`src/rtl/rr_arb_8_pkg.sv`:
```
// Shared definitions for the 8-way round-robin arbiter.
//   N_REQ / IDX_W : requester count and owner-index width
//   state_t       : arbiter FSM encoding (IDLE, GRANT, GAP)
//   dec3to8       : 3-to-8 one-hot decoder used to form the grant vector
package rr_arb_8_pkg;

  localparam int N_REQ = 8;
  localparam int IDX_W = 3;

  typedef enum logic [1:0] {
    ST_IDLE  = 2'd0,
    ST_GRANT = 2'd1,
    ST_GAP   = 2'd2
  } state_t;

  function automatic logic [N_REQ-1:0] dec3to8(input logic [IDX_W-1:0] sel);
    logic [N_REQ-1:0] y;
    y      = '0;
    y[sel] = 1'b1;
    return y;
  endfunction

endpackage

```
`src/rtl/rr_arb_8_pick.sv`:
```
// rr_pick8: combinational round-robin picker.
//   req   [7:0] in  : request vector
//   start [2:0] in  : index with highest priority this round
//   any         out : at least one request present
//   idx   [2:0] out : winning requester, first set bit at or after start (wrapping)
// The request vector is rotated so that 'start' lands on bit 0, the lowest set bit
// is priority-encoded, and the offset is rotated back by adding 'start'.
module rr_pick8
  import rr_arb_8_pkg::*;
(
  input  logic [N_REQ-1:0] req,
  input  logic [IDX_W-1:0] start,
  output logic             any,
  output logic [IDX_W-1:0] idx
);

  logic [N_REQ-1:0] rot;
  logic [IDX_W-1:0] off;

  always_comb begin
    rot = '0;
    off = '0;
    for (int i = 0; i < N_REQ; i++) begin
      rot[i] = req[IDX_W'(i) + start];
    end
    // Descending scan so the lowest set bit wins.
    for (int i = N_REQ - 1; i >= 0; i--) begin
      if (rot[i]) off = IDX_W'(i);
    end
    any = |rot;
    idx = off + start;
  end

endmodule

```
`src/rtl/rr_arb_8.sv`:
```
// rr_arb_8: 8-requester round-robin arbiter driving a shared resource through a
// 3-to-8 decoder. Holds the grant while the owner keeps requesting, preempts after
// MAX_HOLD cycles when others wait, and inserts one idle cycle between owners.
//   clk       in      : rising-edge clock
//   rst       in      : synchronous active-high reset
//   req       in  [7] : level-sensitive request, bit i = requester i
//   gnt       out [7] : registered one-hot grant, zero when no owner
//   gnt_valid out     : gnt != 0
//   gnt_idx   out [3] : binary owner index, 0 when no owner
//   dec_sel   out [3] : decoder select, mirrors gnt_idx
//   dec_en_n  out     : decoder enable, active-low, equals ~gnt_valid
module rr_arb_8
  import rr_arb_8_pkg::*;
#(
  parameter int MAX_HOLD = 16,
  parameter int CNT_W    = 5
) (
  input  logic             clk,
  input  logic             rst,
  input  logic [N_REQ-1:0] req,
  output logic [N_REQ-1:0] gnt,
  output logic             gnt_valid,
  output logic [IDX_W-1:0] gnt_idx,
  output logic [IDX_W-1:0] dec_sel,
  output logic             dec_en_n
);

  state_t           state;
  logic [IDX_W-1:0] last;
  logic [CNT_W-1:0] hold_cnt;

  logic [IDX_W-1:0] start_p0;
  logic             win_any_p0;
  logic [IDX_W-1:0] win_idx_p0;
  logic [N_REQ-1:0] win_gnt_p0;
  logic             owner_req_p0;
  logic             others_req_p0;
  logic             hold_max_p0;

  // Stage p0: next-owner selection from the live request vector
  assign start_p0 = last + IDX_W'(1);

  rr_pick8 u_pick (
    .req   (req),
    .start (start_p0),
    .any   (win_any_p0),
    .idx   (win_idx_p0)
  );

  assign win_gnt_p0    = dec3to8(win_idx_p0);
  assign owner_req_p0  = req[gnt_idx];
  assign others_req_p0 = |(req & ~gnt);
  assign hold_max_p0   = (hold_cnt == CNT_W'(MAX_HOLD - 1));

  // Stage p1: FSM, hold counter, pointer and registered outputs
  always_ff @(posedge clk) begin
    if (rst) begin
      state     <= ST_IDLE;
      last      <= IDX_W'(N_REQ - 1);
      hold_cnt  <= '0;
      gnt       <= '0;
      gnt_valid <= 1'b0;
      gnt_idx   <= '0;
      dec_sel   <= '0;
      dec_en_n  <= 1'b1;
    end else begin
      case (state)
        ST_IDLE, ST_GAP: begin
          if (win_any_p0) begin
            state     <= ST_GRANT;
            last      <= win_idx_p0;
            hold_cnt  <= '0;
            gnt       <= win_gnt_p0;
            gnt_valid <= 1'b1;
            gnt_idx   <= win_idx_p0;
            dec_sel   <= win_idx_p0;
            dec_en_n  <= 1'b0;
          end else begin
            state     <= ST_IDLE;
            gnt       <= '0;
            gnt_valid <= 1'b0;
            gnt_idx   <= '0;
            dec_sel   <= '0;
            dec_en_n  <= 1'b1;
          end
        end
        ST_GRANT: begin
          // A drop takes precedence over timeout; both end in GAP.
          if (!owner_req_p0 || (hold_max_p0 && others_req_p0)) begin
            state     <= ST_GAP;
            hold_cnt  <= '0;
            gnt       <= '0;
            gnt_valid <= 1'b0;
            gnt_idx   <= '0;
            dec_sel   <= '0;
            dec_en_n  <= 1'b1;
          end else if (hold_max_p0) begin
            // Sole requester: restart the hold window without a gap.
            hold_cnt <= '0;
          end else begin
            hold_cnt <= hold_cnt + CNT_W'(1);
          end
        end
        default: begin
          state     <= ST_IDLE;
          hold_cnt  <= '0;
          gnt       <= '0;
          gnt_valid <= 1'b0;
          gnt_idx   <= '0;
          dec_sel   <= '0;
          dec_en_n  <= 1'b1;
        end
      endcase
    end
  end

endmodule

```
`config.mk`:
```
export PLATFORM = sky130hd
export DESIGN_NAME = rr_arb_8
export DESIGN_NICKNAME = d
export VERILOG_FILES = /design/src/rtl/rr_arb_8_pkg.sv /design/src/rtl/rr_arb_8_pick.sv /design/src/rtl/rr_arb_8.sv
export SDC_FILE = /design/constraint.sdc
export NUM_CORES = 1
export LEC_CHECK = 0
export ABC_AREA = 1
export CORE_MARGIN = 5
export CORE_UTILIZATION = 55
export DETAILED_ROUTE_END_ITERATION = 8
export HOLD_SLACK_MARGIN = 0.03
export PLACE_DENSITY = 0.8
export RECOVER_POWER = 25
export SYNTH_ARGS = -nofsm -noshare
export SYNTH_HDL_FRONTEND = slang
export SYNTH_SLANG_ARGS = --single-unit
```
`constraint.sdc`:
```
create_clock -name clk -period 3.54 [get_ports clk]
set_clock_uncertainty 0.05 [all_clocks]
set_input_delay 0.354 -clock clk [delete_from_list [all_inputs] [get_ports clk]]
set_output_delay 0.354 -clock clk [all_outputs]
set_load 0.005 [all_outputs]
```
==> run metrics <==
crit path DAT=3.35 ns; starting density of the core=0.568; Top FF cell, synth=dfxtp_1; top-count cell post-synth=nand2_1; global-route wire length before repair=7930 µm; die area=4720 µm²; EDFF count, synth=0; async set-reset flop share out of synthesis=0; Critical Path Source Type=flop; Core Region=3340 µm²; worst hold path startpoint=hold_cnt[4]; Pwr Total=2290 µW; Slew @ Worst Pin=0.659 ns; first-pass iteration count of the detailed router=5; # setup viols final=0; Tmin final=3.21 ns; RSZ-0062 raised after global routing=no; share of post-route cells with drive strength above 1=0.119; GRT Overall Usage=0.217; maxcap violations=0; Syn Area/Cell=5.98 µm²; origin of the worst setup path=last[0]; post-CTS sizing=0; Hold Path Class=flop to flop; most frequent cells after synthesis=nand2_1 (129), inv_1 (27), nand3_1 (27), nor2_1 (26), dfxtp_1 (23); Chip Height=68.7 µm; Setup WS post-layout=0.326 ns; GR Overflow Total=0; Synth warnings=0; Num Clock Sinks=23; cell count after synthesis=317; CTS tree=yes; IO buf count=25; Final Wtd Congestion=0.974; Setup WS pre-CTS=0.255 ns; clock tree root buffer cell=clkbuf_4; HPWL after detailed placement=3820 µm; area leader, netlist=nand2_1; crit path max fanout=18; FF-to-FF Start=last[0]; hold_buf cts=0; Worst Setup End Kind=flop; fin. max-slew vios=0; routed vias=1970; initial antenna violation count=0; syn_nets=332; Die Wd=68.7 µm; Yosys cell types=28; fin nets=353; final worst-path cycle share=0.908; pwr/cell area=1050 nW/µm²; FF+latch count, synth=23; Max VDD drop=0.631 mV; insertion delay to the later sink of the worst-skew pair=0.31 ns; DR DRC count=0; Area growth syn-to-layout=14.8%; wire length per cell=12.2 µm; First DRT Iteration DRCs=140; top-area cell type share of the netlist area=0.255; Ant. Diodes=0; Total Wirelength=4690 µm; outcome=finished, final reports clean; htree depth=1; Mapped Area=1900 µm²; largest net degree at the start of global routing=19; post-CTS repair timing setup buffer count=0; FP Rows=21; Max-slew headroom=0.559; antenna viol nets, final=0; kind of critical path=flop to flop; fmax=0.311 GHz; Via-to-Cell Ratio=5.14; Clock Tree Buf Depth=2; # IOs=26; CTS Buf Count=3; post-synthesis sequential area ratio=0.243; Critical Path RT=3.67 ns; top cells by area, synth=nand2_1 (26%), dfxtp_1 (24%), nand3_1 (7.1%); Final Hold Viols=0; number of global-route vias before repair=1810; Worst-path clk slew=0.11 ns; leakage=0.00111 µW; Setup TNS=0 ns
[flip-flops by register name, summed over array words and instances (netlist names)]
signal and count:
hold_cnt 5, dec_sel 3, state 2, dec_en_n 1
gnt 8, last 3, gnt_valid 1
[power breakdown]
part           total (µW)  internal [µW]  switching, µW  leakage [µW]
Clock                 116           44.1           72.3     0.0000150
Combinational        1780            620           1160      0.000909
Sequential            396            327           69.0      0.000189
[layer usage]
layer / global-route usage / share of wire / vias to the layer above
met3: 0.0194 / 0.044 / 13
met5: 0 / 0 / -
met2: 0.387 / 0.49 / 60
met4: 0.0779 / 0.025 / 0
li1: - / - / 1029
met1: 0.271 / 0.44 / 868
[cell usage in the layout, fill, tap and decap left out]
cell type	Yosys	layout
nand2_1	129	129
nand3_1	27	27
inv_1	27	27
nor2_1	26	26
dfxtp_1	23	22
a21oi_1	19	19
nand2_2	16	16
clkdlybuf4s50_1	0	16
dlygate4sd3_1	0	9
nand2_4	4	4
o21ai_0	4	4
o22ai_1	4	4
ha_1	4	4
inv_2	3	3
nand3_2	3	3
o211ai_1	3	3
clkbuf_4	0	3
buf_4	4	3
xor2_1	3	2
nor3_1	2	2
inv_8	0	1
a21boi_0	1	1
nor2_8	1	1
nor2_2	1	1
nor2_4	1	1
xor2_2	0	1
a21oi_2	1	1
o21a_1	1	1
fa_2	0	1
clkbuf_1	2	1
dfxtp_4	0	1
[path summary, 6_finish.rpt]
kind | end | slack, ns | cells after the start
worst max-delay path | gnt[2] | 0.33 | 22
worst min register to register | hold_cnt[4] | 0.41 | 2
worst min-delay path | hold_cnt[4] | 0.41 | 2
worst max register to register | gnt[2] | 0.33 | 22
[critical path: stages, from the launching register on]
cell and delay (ns):
dfxtp_4 0.39, inv_8 0.07, ha_1 0.32, buf_4 0.18, nand2_1 0.08, nand2_2 0.09
nand2_1 0.12, nand2_1 0.06, nand2_1 0.06, nand2_1 0.06, a21oi_1 0.11, o21ai_0 0.08
nand2_1 0.06, a21boi_0 0.08, ha_1 0.20, fa_2 0.36, xor2_2 0.19, inv_1 0.07
nand3_2 0.10, nand3_1 0.14, nor2_1 0.05, nor2_1 0.10, nor2_1 0.05
[cell type report]
class | instances | area, µm²
flip-flops and latches | 23 | 464
inverters | 31 | 124
repair buffers | 28 | 273
clock buffers | 4 | 26.3
multi-input cells | 251 | 1230
well taps | 46 | 57.6
fillers | 327 | 1160
[logic make-up after synthesis]
group / synth area share
flops: 0.243
xor+xnor: 0.0139
fa+ha+maj: 0.0369
buf+inv: 0.113
compound gates: 0.0983
simple gates: 0.495
[metrics by stage]
stage	area, µm²	utilization	hold WS (ns)	instances
finish	2180	0.652	0.406	383
global route	2180	0.652	0.419	383
CTS	2160	0.648	0.407	383
detailed placement	2130	0.640	0.388	379
global placement	2130	0.640	0.385	379
floorplan	1900	-	0.372	317
Note: power is estimated with default switching activity, not from simulation.
